**config.mk**
```make
export PLATFORM = sky130hd
export DESIGN_NAME = pc_fetch_unit
export DESIGN_NICKNAME = d
export VERILOG_FILES = /design/src/rtl/rv_fetch_pkg.sv /design/src/rtl/pc_reg.sv /design/src/rtl/pc_fetch_unit.sv
export SDC_FILE = /design/constraint.sdc
export NUM_CORES = 1
export LEC_CHECK = 0
export BUFFER_PORTS_ARGS = -buffer_cell sky130_fd_sc_hd__buf_2
export CAP_MARGIN = 20
export CORE_MARGIN = 2
export CORE_UTILIZATION = 28
export CTS_BUF_LIST = sky130_fd_sc_hd__clkbuf_2 sky130_fd_sc_hd__clkbuf_4 sky130_fd_sc_hd__clkbuf_8
export DETAILED_ROUTE_END_ITERATION = 8
export GPL_TIMING_DRIVEN = 0
export PLACE_DENSITY = 0.47
export SYNTH_ARGS = -nofsm -noshare
export SYNTH_HDL_FRONTEND = slang
export SYNTH_SLANG_ARGS = --single-unit
```
**constraint.sdc**
```tcl
create_clock -name clk -period 2.37 [get_ports clk]
set_input_delay 0.237 -clock clk [delete_from_list [all_inputs] [get_ports clk]]
set_output_delay 0.237 -clock clk [all_outputs]
set_load 0.05 [all_outputs]
```
**src/rtl/rv_fetch_pkg.sv**
```systemverilog
// Shared fetch-stage definitions: datapath width, reset/bubble constants, FSM states.
package rv_fetch_pkg;
    localparam int XLEN = 32;
    localparam logic [XLEN-1:0] NOP_INSTR_DEF = 32'h0000_0013;
    localparam logic [XLEN-1:0] RESET_PC_DEF  = 32'h0000_0000;

    typedef enum logic {
        FILL = 1'b0,
        RUN  = 1'b1
    } fetch_state_t;
endpackage

```
**src/rtl/pc_reg.sv**
```systemverilog
// Fetch program counter: reset, redirect, hold on stall, otherwise advance by one word.
module pc_reg
    import rv_fetch_pkg::*;
#(
    parameter logic [XLEN-1:0] RESET_PC = RESET_PC_DEF
) (
    input  logic            clk,
    input  logic            rst,
    input  logic            stall,
    input  logic            branch_taken,
    input  logic [XLEN-1:0] branch_target,
    output logic [XLEN-1:0] programC
);
    logic [XLEN-1:0] r_pc;
    logic [XLEN-1:0] w_pc_next;
    logic [XLEN-1:0] w_target_aligned;

    // Redirect targets are forced onto a word boundary; the low bits only feed the misaligned flag.
    assign w_target_aligned = branch_target & {{(XLEN-2){1'b1}}, 2'b00};

    always_comb begin
        w_pc_next = r_pc + 32'd4;
        if (branch_taken) begin
            w_pc_next = w_target_aligned;
        end else if (stall) begin
            w_pc_next = r_pc;
        end
    end

    always_ff @(posedge clk) begin
        if (rst) begin
            r_pc <= RESET_PC;
        end else begin
            r_pc <= w_pc_next;
        end
    end

    assign programC = r_pc;
endmodule

```
**src/rtl/pc_fetch_unit.sv**
```systemverilog
// Instruction fetch stage: PC register, IF/ID decode register, fetch counter and FILL/RUN tracking.
module pc_fetch_unit
    import rv_fetch_pkg::*;
#(
    parameter logic [31:0] RESET_PC  = RESET_PC_DEF,
    parameter logic [31:0] NOP_INSTR = NOP_INSTR_DEF
) (
    input  logic        clk,
    input  logic        rst,
    input  logic        stall,
    input  logic        flush,
    input  logic        branch_taken,
    input  logic [31:0] branch_target,
    output logic [31:0] programC,
    input  logic [31:0] instr,
    output logic [31:0] instrD,
    output logic [31:0] pcD,
    output logic [31:0] pcPlus4D,
    output logic        validD,
    output logic        misaligned,
    output logic [31:0] fetch_count
);
    logic [31:0]  w_programC;
    logic [31:0]  w_pc_plus4;
    logic         w_load;
    logic         w_bubble;
    fetch_state_t r_state;
    fetch_state_t w_state_next;

    logic [31:0]  r_instrD;
    logic [31:0]  r_pcD;
    logic [31:0]  r_pcPlus4D;
    logic         r_validD;
    logic         r_misaligned;
    logic [31:0]  r_fetch_count;

    pc_reg #(
        .RESET_PC(RESET_PC)
    ) u_pc_reg (
        .clk          (clk),
        .rst          (rst),
        .stall        (stall),
        .branch_taken (branch_taken),
        .branch_target(branch_target),
        .programC     (w_programC)
    );

    assign w_pc_plus4 = w_programC + 32'd4;

    always_ff @(posedge clk) begin
        if (rst) begin
            r_state <= FILL;
        end else begin
            r_state <= w_state_next;
        end
    end

    always_comb begin
        w_state_next = r_state;
        case (r_state)
            FILL:    if (w_load) w_state_next = RUN;
            RUN:     w_state_next = RUN;
            default: w_state_next = FILL;
        endcase
    end

    // A redirect kills whatever is being fetched this cycle, even under stall.
    always_comb begin
        w_bubble = flush | branch_taken;
        w_load   = ~flush & ~branch_taken & ~stall;
    end

    always_ff @(posedge clk) begin
        if (rst || w_bubble) begin
            r_instrD   <= NOP_INSTR;
            r_pcD      <= 32'd0;
            r_pcPlus4D <= 32'd0;
            r_validD   <= 1'b0;
        end else if (w_load) begin
            r_instrD   <= instr;
            r_pcD      <= w_programC;
            r_pcPlus4D <= w_pc_plus4;
            r_validD   <= 1'b1;
        end
    end

    always_ff @(posedge clk) begin
        if (rst) begin
            r_fetch_count <= 32'd0;
            r_misaligned  <= 1'b0;
        end else begin
            if (w_load) begin
                r_fetch_count <= r_fetch_count + 32'd1;
            end
            if (branch_taken) begin
                r_misaligned <= |branch_target[1:0];
            end
        end
    end

    assign programC    = w_programC;
    assign instrD      = r_instrD;
    assign pcD         = r_pcD;
    assign pcPlus4D    = r_pcPlus4D;
    assign validD      = r_validD;
    assign misaligned  = r_misaligned;
    assign fetch_count = r_fetch_count;
endmodule

```
; ---- After elaboration in Yosys (flattened, before gate mapping)
; Cells that the tools add are included.
[op_classes]
add_sub_neg = 2
n_mul = 0
n_div = 0
order_cmp = 0
eq_ne = 1
shift = 0
muxes = 2
n_bitwise = 6
n_reduce_logical = 3
[ops]
columns = op, count
row1 = 32-bit 2-to-1 mux, 2
row2 = "32-bit by 1-bit adder with 32-bit output, second input constant", 1
row3 = "32-bit by 3-bit adder with 32-bit output, second input constant", 1
row4 = 2-bit OR reduction, 2
row5 = 1-bit inverter, 3
row6 = 1-bit bitwise AND, 2
row7 = "2-bit by 1-bit != test with 1-bit output, second input constant", 1
row8 = 1-bit logical OR, 1
row9 = 1-bit bitwise OR, 1
[word_totals]
register_bits = 162
latch_bits = 0
ramBits = 0
romBits = 0
mem_count = 0

; ---- Longest topological paths before layout
; Gate-level depths: netlist (run 1).
[logic_depth]
depth_word = 3
ltp_mapped = 7
mapped_depth_nobuf = 6

; ---- Modules after synthesis
; From an unflattened synthesis (run 1), not the netlist that was laid out.
[hier_totals]
hier_cells = 723
hier_area_um2 = 6917.9
[by_module_without_submodules]
columns = module, n_inst, cells_each, area_per_inst_um2, seq_area_each_um2
row1 = pc_fetch_unit, 1, 503, 5138.7, 2562.5
row2 = pc_reg, 1, 220, 1779.2, 600.6

; ---- Worst setup path after synthesis (run 1)
; Ideal clock, no wire load.
[synth_path]
path_kind = register to register
start = reg u_pc_reg.r_pc[9] (netlist: u_pc_reg.programC[9])
end = reg u_pc_reg.r_pc[31] (netlist: u_pc_reg.programC[31])
t_arrival_ns = 2.176
path_slack_ns = 0.074
stages_incl_launch_ff = 8
n_path_buf = 2
cell_sequence = dfxtp_1 -> clkbuf_1 -> and3_1 -> clkbuf_8 -> nand3_1 -> nand4bb_1 -> o21a_1 -> o31a_1
[synth_via]
elab_chain_cells = 3
[synth_rtl]
columns = element, line_no
row1 = start: declaration, pc_reg.sv:14  ; logic [XLEN-1:0] r_pc;
row2 = start signal: assignment, pc_reg.sv:34  ; r_pc <= w_pc_next;
row3 = 32-bit by 3-bit adder with 32-bit output, pc_reg.sv:22  ; w_pc_next = r_pc + 32'd4;
row4 = 32-bit 2-to-1 mux, pc_reg.sv:25  ; end else if (stall) begin
row5 = 32-bit 2-to-1 mux, pc_reg.sv:23  ; if (branch_taken) begin
; No other way between the ends. The select of a mux whose other input is x is not followed.
; A chain may end at the register's enable or synchronous reset.

; ---- Final worst setup path (run 1)
[layout_path]
start = reg u_pc_reg.r_pc[10] (netlist: u_pc_reg.programC[10])
end = reg u_pc_reg.r_pc[16] (netlist: u_pc_reg.programC[16])
; The elaborated chain is that of the path after synthesis.

==> summary.txt, run 1 <==
CTS
  • Clock Tree Buf Depth: 2
  • Sink Count: roughly 160
  • H-tree levels: 4
  • TritonCTS Buffers: 17
  • Clock-pin slew on the worst setup and hold paths: approximately 0.09 ns
  • Setup bufs post-CTS: 0
  • Clk root buf: clkbuf_8
  • Clk Latency, worst-skew pair: roughly 0.47 ns
  • Clock tree from TritonCTS: built

STA
  • RSZ-0062 raised after global routing: no
  • Final setup viols: 0
  • Worst Clk Skew: 0.0219 ns
  • Slew of the pin with the lowest slew margin: ~0.88 ns
  • Slew headroom: roughly two fifths
  • Final period util: approximately 93%
  • Max Slew Vio Count: 0
  • Min cycle time layout: 2.20 ns
  • Fmax: about 0.45 GHz
  • Hold slack: between 0.015 and 0.02 ns
  • Fin Setup TNS: 0 ns
  • Hold Vio Cnt, Final: 0
  • Final WS setup: between 0.15 and 0.2 ns

Floorplan
  • Placement row count: between 50 and 60
  • Die W: 162 µm
  • Core box area: roughly 0.024 mm²
  • Total die area: 0.0262 mm²
  • Die height: between 150 and 200 µm
  • I/O pins: roughly 230
  • Initial Util: between 20% and 30%

Route
  • Routed vias: 6,746
  • Via density: ~4.6
  • Detail Route Antenna Nets: 0
  • Drt first pass iters: 4
  • Drc violations: 0
  • Post-Route WL: 24,400 µm
  • Wire length per cell: 16.5 µm
  • Initial DRC Count: around 380

Setup path
  • Top delay family on crit path: simple AND/OR/NAND/NOR gates
  • Worst Path Arrival: ~2.6 ns
  • Reg2Reg Setup Slack: 0.17 ns
  • Max incr delay on CP: ~0.60 ns
  • CP max stage cell: dfxtp_1
  • WS Path Type: reg -> reg
  • Critical path startpoint category: flip-flop
  • Critical Path RT: approximately 2.8 ns
  • Critical path buffers and inverters: 1
  • Setup crit end kind: flip-flop
  • Critical Path Fanout Max: 8
  • Worst-path cell chain: and4b_1, clkbuf_1, nand3_1, or3_1, a21o_1, a21oi_1

Global routing
  • Tot GR Track Use: ~18%
  • GRT Residual Overflow: 0
  • Largest net degree at the start of global routing: 17
  • Vias in the first global route: 6,473
  • First-pass GRT wire length: between 30,000 and 40,000 µm
  • Initial antenna violation count: 1

Placement
  • Port Buffers: around 220
  • Pre-CTS setup slack: -0.147 ns
  • GP Congestion: around 0.78
  • Placement Cell Area: about 0.0085 mm²
  • Placed Cells: 1,405
  • Detailed Place HPWL: 18,300 µm

Finish
  • Most frequent cells in the layout: buf_2 (232), nand2_1 (165), dfxtp_1 (154)
  • Layout cells sized above 1: 26.6%
  • Layout fillers: 2,669
  • Final Net Count: 1,206
  • Post-route cell area: 0.00935 mm²
  • Leading cell type in the layout, fill and taps excluded: buf_2
  • Final Core Density: a little under two fifths
  • Syn-to-layout area delta: 33.8%
  • Layout Cells excl Fill: 1,473

Synthesis
  • Fraction of registers with async set/reset: 0%
  • Number of flops mapped to enable cells by yosys: 0
  • Synth Cell Area: 0.00699 mm²
  • Share of the yosys chip area belonging to registers: 44.7%
  • Avg Cell Area, Syn: around 8.2 µm²
  • Dominant synthesized flop cell: dfxtp_1
  • Post-synthesis cell type count: 53
  • Ys Warns: 0
  • Mapped Cells: 852
  • Yosys reg bits: roughly 160

Power and ir drop
  • PD cells: 602 mW/mm²
  • Peak supply drop: approximately 0.37 mV
  • Leakage: slightly below 4 nW
  • Post-route total power: ~5.6 mW

Run
  • Total of max-cap violations: 0

Min path
  • HP Class: in -> reg

Run status
  • Status: finished clean
==> metal layers <==
layer | wire (µm) | vias up | GRT usage [%]
met5 | 0 | - | 0
met4 | 411 | 0 | 4.75
met3 | 1290 | 24 | 4.37
met2 | 11300 | 176 | 29.9
met1 | 11400 | 3122 | 24.7
li1 | - | 3424 | -
==> report_power, final <==
group | internal (mW) | switching, mW
clock network | 0.999 | 1.17
registers | 2.67 | 0.0682
logic | 0.235 | 0.488
total | 3.90 | 1.72
==> final cells by class <==
class	count	area, µm²	share of cell area (%)
timing repair buffer	260	1480	15.8
buffer	72	413	4.42
clock inverter	14	181	1.94
antenna	1	2.50	0.0268
tap	324	405	4.34
inverter	12	45.0	0.482
sequential	156	3130	33.4
clock buffer	18	241	2.58
multi-input combinational	616	3450	36.9
==> worst min-delay path: cells and delay by family <==
family / cells / cell delay (ns)
and+or+nand+nor: 1 / 0.04
buffers and inverters: 1 / 0.10
AOI/OAI and AO/OA: 1 / 0.05
==> synth_stat cells (2+ instances only) <==
cell,count,area [µm²]
a22oi_1,2,15.0
buf_1,2,7.51
o21ai_0,32,160
or2_2,5,31.3
ha_1,2,25.0
nor2b_1,5,31.3
nand2_1,165,619
clkbuf_1,41,154
clkbuf_8,4,55.1
buf_4,7,52.6
nor2_1,80,300
dfxtp_1,156,3120
xor2_1,45,394
and4_1,6,52.6
nand3_1,26,130
a21o_1,3,22.5
and3_1,8,50.1
nor4_4,2,42.5
buf_6,6,67.6
o21a_1,3,22.5
or3_1,9,56.3
clkbuf_2,2,10.0
nand4bb_1,2,22.5
a21oi_1,86,430
nor3_1,16,80.1
nand3b_1,2,15.0
xnor2_1,35,307
buf_2,8,40.0
a211oi_1,17,128
and2_1,3,18.8
a221o_1,3,30.0
nor4_1,10,62.6
nand4_1,22,138
nand4b_1,4,35.0
inv_1,11,41.3
mux2i_1,5,50.1
==> sequential cells by signal, indices dropped and copies added (netlist names) <==
| register | cells |
|---|---|
| u_pc_reg.programC | 30 |
| instrD | 32 |
| pcD | 30 |
| fetch_count | 32 |
| misaligned | 1 |
| pcPlus4D | 30 |
| validD | 1 |
==> kinds of logic (layout without fill, tap and decap cells) <==
kind of cell | Yosys count | after routing | share of synthesized area (%)
mux | 5 | 5 | 0.716
fa+ha+maj | 2 | 2 | 0.358
other cells | 1 | 7 | 0.0537
buf+inv | 85 | 376 | 6.59
compound gates | 149 | 149 | 12.0
xor+xnor | 80 | 80 | 10.0
flops | 156 | 156 | 44.7
simple gates | 374 | 374 | 25.6
==> worst paths after layout <==
path	end	cells past startpoint	from
setup reg to reg	u_pc_reg.programC[16]	6	u_pc_reg.programC[10]
hold / removal	instrD[8]	3	instr[8]
setup / recovery	u_pc_reg.programC[16]	6	u_pc_reg.programC[10]
hold reg to reg	pcD[4]	2	pcD[4]
==> repair_timing <==
item | 4_1_cts | 5_1_grt
setup endpoints to repair | 11 | 13
gates resized for setup | 3 | 6
hold buffers | 36 | 0
endpoints found under the hold margin | 36 | 0
Note: power is estimated with default switching activity, not from simulation.
==> run 2: changes to the inputs <==
- clock period: 2.37 -> 2.3 ns (I/O delays scaled with it)
==> run 2 against run 1 <==
Cell count is essentially flat. Count of clock-buffer cells in the layout is the same. Global-route usage is essentially flat. Sequential power grew 3%. Sequential share of layout area shrank 0.17 points. Maximum frequency grew 2.1%. Sequential cell count is the same.
==> summary.txt, run 2 (synthesized netlist as in run 1, its figures left out) <==
Finish
  • Layout cells sized above 1: 26.6% (about the same)
  • Post-route cell area: 0.00940 mm² (was 0.00935 mm²)
  • Inserted Diodes: 0 (was 1)
  • Total area of sequential cells: 0.00313 mm² (unchanged)
  • Leading cell type in the layout, fill and taps excluded: buf_2 (unchanged)
  • Syn-to-layout area delta: 34.5% (was 33.8%)
  • Most frequent cells in the layout: buf_2 (231), nand2_1 (165), dfxtp_1 (154) (was buf_2 (232), nand2_1 (165), dfxtp_1 (154))
  • Layout fillers: 2,661 (was 2,669)
  • Final Core Density: 38.5% (was 38.3%)
  • Multi-input gate area: 0.00348 mm² (was 0.00345 mm²)
  • Final Net Count: 1,208 (was 1,206)

STA
  • Final period util: 93.9% (was 93.0%)
  • Hold Vio Cnt, Final: 0 (unchanged)
  • Fmax: 0.463 GHz (was 0.454 GHz)
  • Max Slew Vio Count: 0 (unchanged)
  • Slew headroom: 41.0% (was 41.3%)
  • RSZ-0062 raised after global routing: no (unchanged)
  • Min cycle time layout: 2.16 ns (was 2.20 ns)
  • Slew of the pin with the lowest slew margin: 0.882 ns (was 0.877 ns)
  • Worst Clk Skew: 0.0196 ns (was 0.0219 ns)
  • Final setup viols: 0 (unchanged)

Min path
  • HP Class: in -> reg (unchanged)
  • Hold depth: 3 (unchanged)
  • WHS Endpoint: u_pc_reg.programC[18] (was instrD[8])
  • Worst Hold Launch: branch_target[18] (was instr[8])

Power and ir drop
  • Peak supply drop: 0.386 mV (was 0.374 mV)
  • Flop pwr share: 48.7% (about the same)
  • PD cells: 617 mW/mm² (was 602 mW/mm²)
  • Share of total power in combinational logic: 12.9% (was 12.8%)
  • Sw power: 1.77 mW (was 1.72 mW)
  • Clock power frac: 38.4% (was 38.5%)
  • Sw Share: 30.6% (about the same)
  • Internal power: 4.03 mW (was 3.90 mW)
  • Leakage: 3.88 nW (was 3.85 nW)

Setup path
  • Critical Path Fanout Max: 7 (was 8)
  • WS Path Type: reg -> reg (unchanged)
  • Reg2Reg Setup Slack: 0.14 ns (was 0.17 ns)
  • Critical path buffers and inverters: 2 (was 1)
  • Top delay family on crit path: simple AND/OR/NAND/NOR gates (unchanged)
  • Critical path startpoint category: flip-flop (unchanged)
  • Critical Path RT: 2.65 ns (was 2.76 ns)
  • Max incr delay on CP: 0.38 ns (was 0.60 ns)
  • Worst Path Arrival: 2.51 ns (was 2.59 ns)
  • Cells on worst reg2reg path: 7 (was 6)
  • CP max stage cell: dfxtp_1 (unchanged)
  • R2r startpoint: u_pc_reg.programC[7] (was u_pc_reg.programC[10])
  • Worst-path cell chain: buf_2, and3_1, clkbuf_1, nand3_4, nand4bb_2, o21a_1, o31a_1 (was and4b_1, clkbuf_1, nand3_1, or3_1, a21o_1, a21oi_1)
  • Setup crit end kind: flip-flop (unchanged)
  • Reg2reg end: u_pc_reg.programC[31] (was u_pc_reg.programC[16])

Floorplan
  • I/O pins: 231 (unchanged)
  • Die W: 162 µm (unchanged)
  • Core box area: 0.0244 mm² (unchanged)
  • Total die area: 0.0262 mm² (unchanged)
  • Die height: 162 µm (unchanged)
  • Initial Util: 28.6% (unchanged)
  • Placement row count: 57 (unchanged)

CTS
  • Clock tree from TritonCTS: built (unchanged)
  • Clock Tree Buf Depth: 2 (unchanged)
  • H-tree levels: 4 (unchanged)
  • Sink Count: 156 (unchanged)
  • Clock-pin slew on the worst setup and hold paths: 0.10 ns (was 0.09 ns)
  • TritonCTS Buffers: 17 (unchanged)
  • Clk root buf: clkbuf_8 (unchanged)
  • Clk Latency, worst-skew pair: 0.47 ns (about the same)

Route
  • Post-Route WL: 24,400 µm (about the same)
  • Routed vias: 6,786 (was 6,746)
  • Detail Route Antenna Nets: 0 (unchanged)
  • Drt first pass iters: 4 (unchanged)
  • Initial DRC Count: 391 (was 375)
  • Drc violations: 0 (unchanged)
  • Via density: 4.60 (was 4.58)
  • Wire length per cell: 16.6 µm (was 16.5 µm)

Global routing
  • Vias in the first global route: 6,489 (was 6,473)
  • Largest net degree at the start of global routing: 17 (unchanged)
  • First-pass GRT wire length: 37,300 µm (was 37,200 µm)
  • GRT Residual Overflow: 0 (unchanged)
  • Tot GR Track Use: 18.5% (was 18.4%)
  • Initial antenna violation count: 0 (was 1)

Placement
  • Placement Cell Area: 0.00853 mm² (unchanged)
  • Detailed Place HPWL: 18,300 µm (unchanged)
  • Port Buffers: 224 (unchanged)
  • GP Congestion: 0.784 (unchanged)

Run
  • Total of max-cap violations: 0 (unchanged)

Run status
  • Status: finished clean (unchanged)
==> run 2: power groups by stage <==
| stage | Clock, mW | Sequential, mW | Combinational, mW |
|---|---|---|---|
| after floorplan | 0 | 3.05 | 0.290 |
| after global placement | 0 | 2.88 | 0.703 |
| after detailed placement | 0 | 2.88 | 0.702 |
| after CTS | 2.30 | 2.82 | 0.755 |
| after global routing | 2.40 | 2.83 | 0.809 |
| final | 2.23 | 2.82 | 0.749 |
==> run 2: cell type report <==
| class | instances | area share, % |
|---|---|---|
| multi-input combinational | 616 | 37.0 |
| tap | 324 | 4.31 |
| clock buffer | 18 | 2.57 |
| buffer | 71 | 4.38 |
| inverter | 12 | 0.479 |
| sequential | 156 | 33.3 |
| clock inverter | 14 | 1.93 |
| timing repair buffer | 263 | 16.1 |
==> run 2: worst reg2reg max path: stages, from the launching register on <==
cell       delay [ns]
dfxtp_1          0.38
buf_2            0.22
and3_1           0.17
clkbuf_1         0.31
nand3_4          0.20
nand4bb_2        0.33
o21a_1           0.21
o31a_1           0.23
==> run 2: repair_timing <==
item / in CTS / in global routing
endpoints found under the setup margin: 14 / 15
resized for setup: 4 / 9
setup buffers: 0 / 0
hold buffers: 39 / 0
endpoints found under the hold margin: 39 / 0
==> run 2: worst max-delay path by stage <==
stage                     slack, ns                 start  depth (start not counted)               endpoint
after floorplan               0.004  u_pc_reg.programC[9]                          7  u_pc_reg.programC[31]
after global placement        -0.24                 stall                          7           pcPlus4D[24]
after detailed placement      -0.21                 stall                          7           pcPlus4D[13]
after CTS                     0.009  u_pc_reg.programC[4]                          7  u_pc_reg.programC[31]
after global routing          0.004  u_pc_reg.programC[7]                          7  u_pc_reg.programC[31]
final                          0.14  u_pc_reg.programC[7]                          7  u_pc_reg.programC[31]
==> run 2: metrics by stage <==
stage / std cells / power, mW / TNS, ns / hold WS [ns] / setup slack [ns]
after floorplan: 857 / 3.34 / 0 / 0.366 / 0.00374
after global placement: 1405 / 3.59 / -3.72 / 0.434 / -0.235
after detailed placement: 1405 / 3.59 / -3.30 / 0.442 / -0.210
after CTS: 1475 / 5.88 / 0 / 0.00490 / 0.00853
after global routing: 1474 / 6.04 / 0 / 0.0149 / 0.00376
final: 1474 / 5.80 / 0 / 0.0290 / 0.141
==> run 2: metal layers <==
metal,vias to the layer above,track usage [%],share of wire [%],wire length (µm)
met3,24,4.24,5.3,1290
met5,-,0,0,0
met1,3144,24.8,47,11500
met2,194,29.9,46,11200
met4,0,4.95,1.8,432
li1,3424,-,-,-
==> run 3: changes to the inputs <==
- BUFFER_PORTS_ARGS: -buffer_cell sky130_fd_sc_hd__buf_2 -> not set
- DONT_BUFFER_PORTS: not set -> 1
- PLACE_DENSITY: 0.47 -> 0.39
==> run 3 against run 2 <==
Worst hold slack worse by 0.0062 ns. Largest power group unchanged. Clock power down 3%. Critical path type unchanged. First-iteration DRC count down 27%. Sequential share of layout area up 4.0 points. Clock skew down 0.00063 ns. Cell count down 14%. Highest routed layer unchanged. Final area down 8.6%. Sequential cell count unchanged. Setup slack worse by 0.053 ns. Wire length down 0.12%.
==> summary.txt, run 3 (synthesized netlist as in run 1, its figures left out) <==
Run status
  • Status: finished clean (unchanged)

Power and ir drop
  • Share of total power in combinational logic: 8.6% (was 12.9%)
  • PD cells: 661 mW/mm² (was 617 mW/mm²)
  • Internal power: 3.91 mW (was 4.03 mW)
  • Sw Share: 31.1% (was 30.6%)
  • Sw power: 1.77 mW (about the same)
  • Peak supply drop: 0.291 mV (was 0.386 mV)
  • Flop pwr share: 53.2% (was 48.7%)
  • Leakage: 2.85 nW (was 3.88 nW)
  • Clock power frac: 38.3% (was 38.4%)

Placement
  • Detailed Place HPWL: 18,200 µm (was 18,300 µm)
  • Placed Cells: 1,181 (was 1,405)
  • Placement Cell Area: 0.00741 mm² (was 0.00853 mm²)
  • GP Congestion: 0.748 (was 0.784)
  • Pre-CTS setup slack: -0.547 ns (was -0.210 ns)
  • Port Buffers: 0 (was 224)

Run
  • Total of max-cap violations: 0 (unchanged)

Setup path
  • R2r startpoint: u_pc_reg.programC[4] (was u_pc_reg.programC[7])
  • Worst Setup EP: u_pc_reg.programC[31] (unchanged)
  • Reg2Reg Setup Slack: 0.09 ns (was 0.14 ns)
  • Max incr delay on CP: 0.45 ns (was 0.38 ns)
  • Critical path startpoint: u_pc_reg.programC[4] (was u_pc_reg.programC[7])
  • Setup crit end kind: flip-flop (unchanged)
  • Critical path buffers and inverters: 1 (was 2)
  • Top delay family on crit path: simple AND/OR/NAND/NOR gates (unchanged)
  • Critical Path RT: 2.65 ns (about the same)
  • Worst Path Arrival: 2.56 ns (was 2.51 ns)
  • Critical path startpoint category: flip-flop (unchanged)
  • Cells on worst reg2reg path: 6 (was 7)
  • WS Path Type: reg -> reg (unchanged)
  • Reg2reg end: u_pc_reg.programC[31] (unchanged)
  • Worst-path cell chain: buf_2, and4_2, nand3_2, nand4bb_2, o21a_1, o31a_1 (was buf_2, and3_1, clkbuf_1, nand3_4, nand4bb_2, o21a_1, o31a_1)
  • Critical Path Fanout Max: 8 (was 7)
  • Crit path depth: 6 (was 7)
  • CP max stage cell: dfxtp_4 (was dfxtp_1)

CTS
  • TritonCTS Buffers: 17 (unchanged)
  • Clk Latency, worst-skew pair: 0.46 ns (was 0.47 ns)
  • Sink Count: 156 (unchanged)
  • Setup bufs post-CTS: 0 (unchanged)
  • H-tree levels: 4 (unchanged)
  • Clock Tree Buf Depth: 2 (unchanged)
  • Clock tree from TritonCTS: built (unchanged)
  • Clock-pin slew on the worst setup and hold paths: 0.10 ns (about the same)
  • Clk root buf: clkbuf_8 (unchanged)

Global routing
  • Tot GR Track Use: 18.3% (was 18.5%)
  • Vias in the first global route: 5,948 (was 6,489)
  • First-pass GRT wire length: 36,600 µm (was 37,300 µm)
  • Initial antenna violation count: 1 (was 0)
  • GRT Residual Overflow: 0 (unchanged)
  • Largest net degree at the start of global routing: 17 (unchanged)

Floorplan
  • Die W: 162 µm (unchanged)
  • Placement row count: 57 (unchanged)
  • I/O pins: 231 (unchanged)
  • Die height: 162 µm (unchanged)
  • Core box area: 0.0244 mm² (unchanged)
  • Initial Util: 28.6% (unchanged)
  • Total die area: 0.0262 mm² (unchanged)

STA
  • RSZ-0062 raised after global routing: no (unchanged)
  • Worst Clk Skew: 0.0189 ns (was 0.0196 ns)
  • Slew headroom: 43.8% (was 41.0%)
  • Slew of the pin with the lowest slew margin: 0.840 ns (was 0.882 ns)
  • Final setup viols: 0 (unchanged)
  • Hold Vio Cnt, Final: 0 (unchanged)
  • Hold slack: 0.0228 ns (was 0.0290 ns)
  • Max Slew Vio Count: 0 (unchanged)
  • Final WS setup: 0.0875 ns (was 0.141 ns)
  • Fmax: 0.452 GHz (was 0.463 GHz)
  • Min cycle time layout: 2.21 ns (was 2.16 ns)
  • Final period util: 96.2% (was 93.9%)

Finish
  • Most frequent cells in the layout: nand2_1 (165), dfxtp_1 (116), a21oi_1 (86) (was buf_2 (231), nand2_1 (165), dfxtp_1 (154))
  • Leading cell type in the layout, fill and taps excluded: nand2_1 (was buf_2)
  • Layout fillers: 2,621 (was 2,661)
  • Syn-to-layout area delta: 22.9% (was 34.5%)
  • Final Core Density: 35.2% (was 38.5%)
  • Layout Cells excl Fill: 1,273 (was 1,474)
  • Layout cells sized above 1: 13.4% (was 26.6%)
  • Post-route cell area: 0.00859 mm² (was 0.00940 mm²)
  • Final Net Count: 1,006 (was 1,208)

Min path
  • Hold depth: 2 (was 3)
  • HP Class: in -> reg (unchanged)

Route
  • Via density: 4.81 (was 4.60)
  • Wire length per cell: 19.2 µm (was 16.6 µm)
  • Met3 wire length: 1900 µm (was 1290 µm)
  • Met2 WL post-DR: 11,400 µm (was 11,200 µm)
  • Initial DRC Count: 284 (was 391)
  • Drc violations: 0 (unchanged)
  • Post-Route WL: 24,400 µm (about the same)
  • Drt first pass iters: 4 (unchanged)
  • Detail Route Antenna Nets: 0 (unchanged)
  • Met1 Wirelength: 10,800 µm (was 11,500 µm)
  • Routed vias: 6,117 (was 6,786)
  • Max Used Layer: met4 (unchanged)
## run 3: layer usage
metal | track usage (%) | up-vias
li1 | - | 3034
met1 | 23.6 | 2911
met2 | 29.8 | 157
met3 | 6.05 | 15
met4 | 4.34 | 0
met5 | 0 | -
## run 3: worst register-to-register path, delay by kind of cell, from the launching register on
family                 cells  cell delay [ns]
DFF                        1             0.45
AOI/OAI and AO/OA          2             0.44
buffers and inverters      1             0.26
and+or+nand+nor            3             0.95
## run 3: worst min-delay path by stage
stage                                start                    end  slack, ns
after floorplan                  instr[10]             instrD[10]       0.37
after global placement            instr[3]              instrD[3]       0.37
after detailed placement          instr[4]              instrD[4]       0.37
after CTS                 branch_target[0]             misaligned      0.008
after global routing                   rst  u_pc_reg.programC[10]       0.04
final                     branch_target[0]             misaligned       0.02
## run 3: area by class of cell
| cell class | instances | area, µm² | share of cell area, % |
|---|---|---|---|
| Sequential cell | 156 | 3200 | 37.3 |
| Timing Repair Buffer | 62 | 621 | 7.23 |
| Antenna cell | 1 | 2.50 | 0.0291 |
| Tap cell | 324 | 405 | 4.72 |
| Clock inverter | 13 | 148 | 1.72 |
| Inverter | 12 | 45.0 | 0.525 |
| Clock buffer | 19 | 262 | 3.05 |
| Buffer | 70 | 403 | 4.69 |
| Multi-Input combinational cell | 616 | 3500 | 40.7 |
## run 3: through the flow
step                setup TNS, ns  power [mW]
global placement           -13.87        3.49
finish                          0        5.68
global route                    0        5.92
detailed placement         -13.31        3.49
CTS                             0        5.76
floorplan                       0        3.34
## run 3: power by group through the flow
stage	clock [mW]	sequential, mW	combinational (mW)
2_1_floorplan	0	3.05	0.290
3_3_place_gp	0	3.09	0.401
5_1_grt	2.35	3.03	0.537
6_report	2.17	3.02	0.486
4_1_cts	2.24	3.03	0.492
3_5_place_dp	0	3.09	0.399
## run 3: repair_timing
item / in CTS / in global routing
endpoints found under the setup margin: 53 / 24
endpoints found under the hold margin: 62 / 0
gates resized for setup: 46 / 25
pin swaps: 0 / 1
hold buffers: 62 / 0
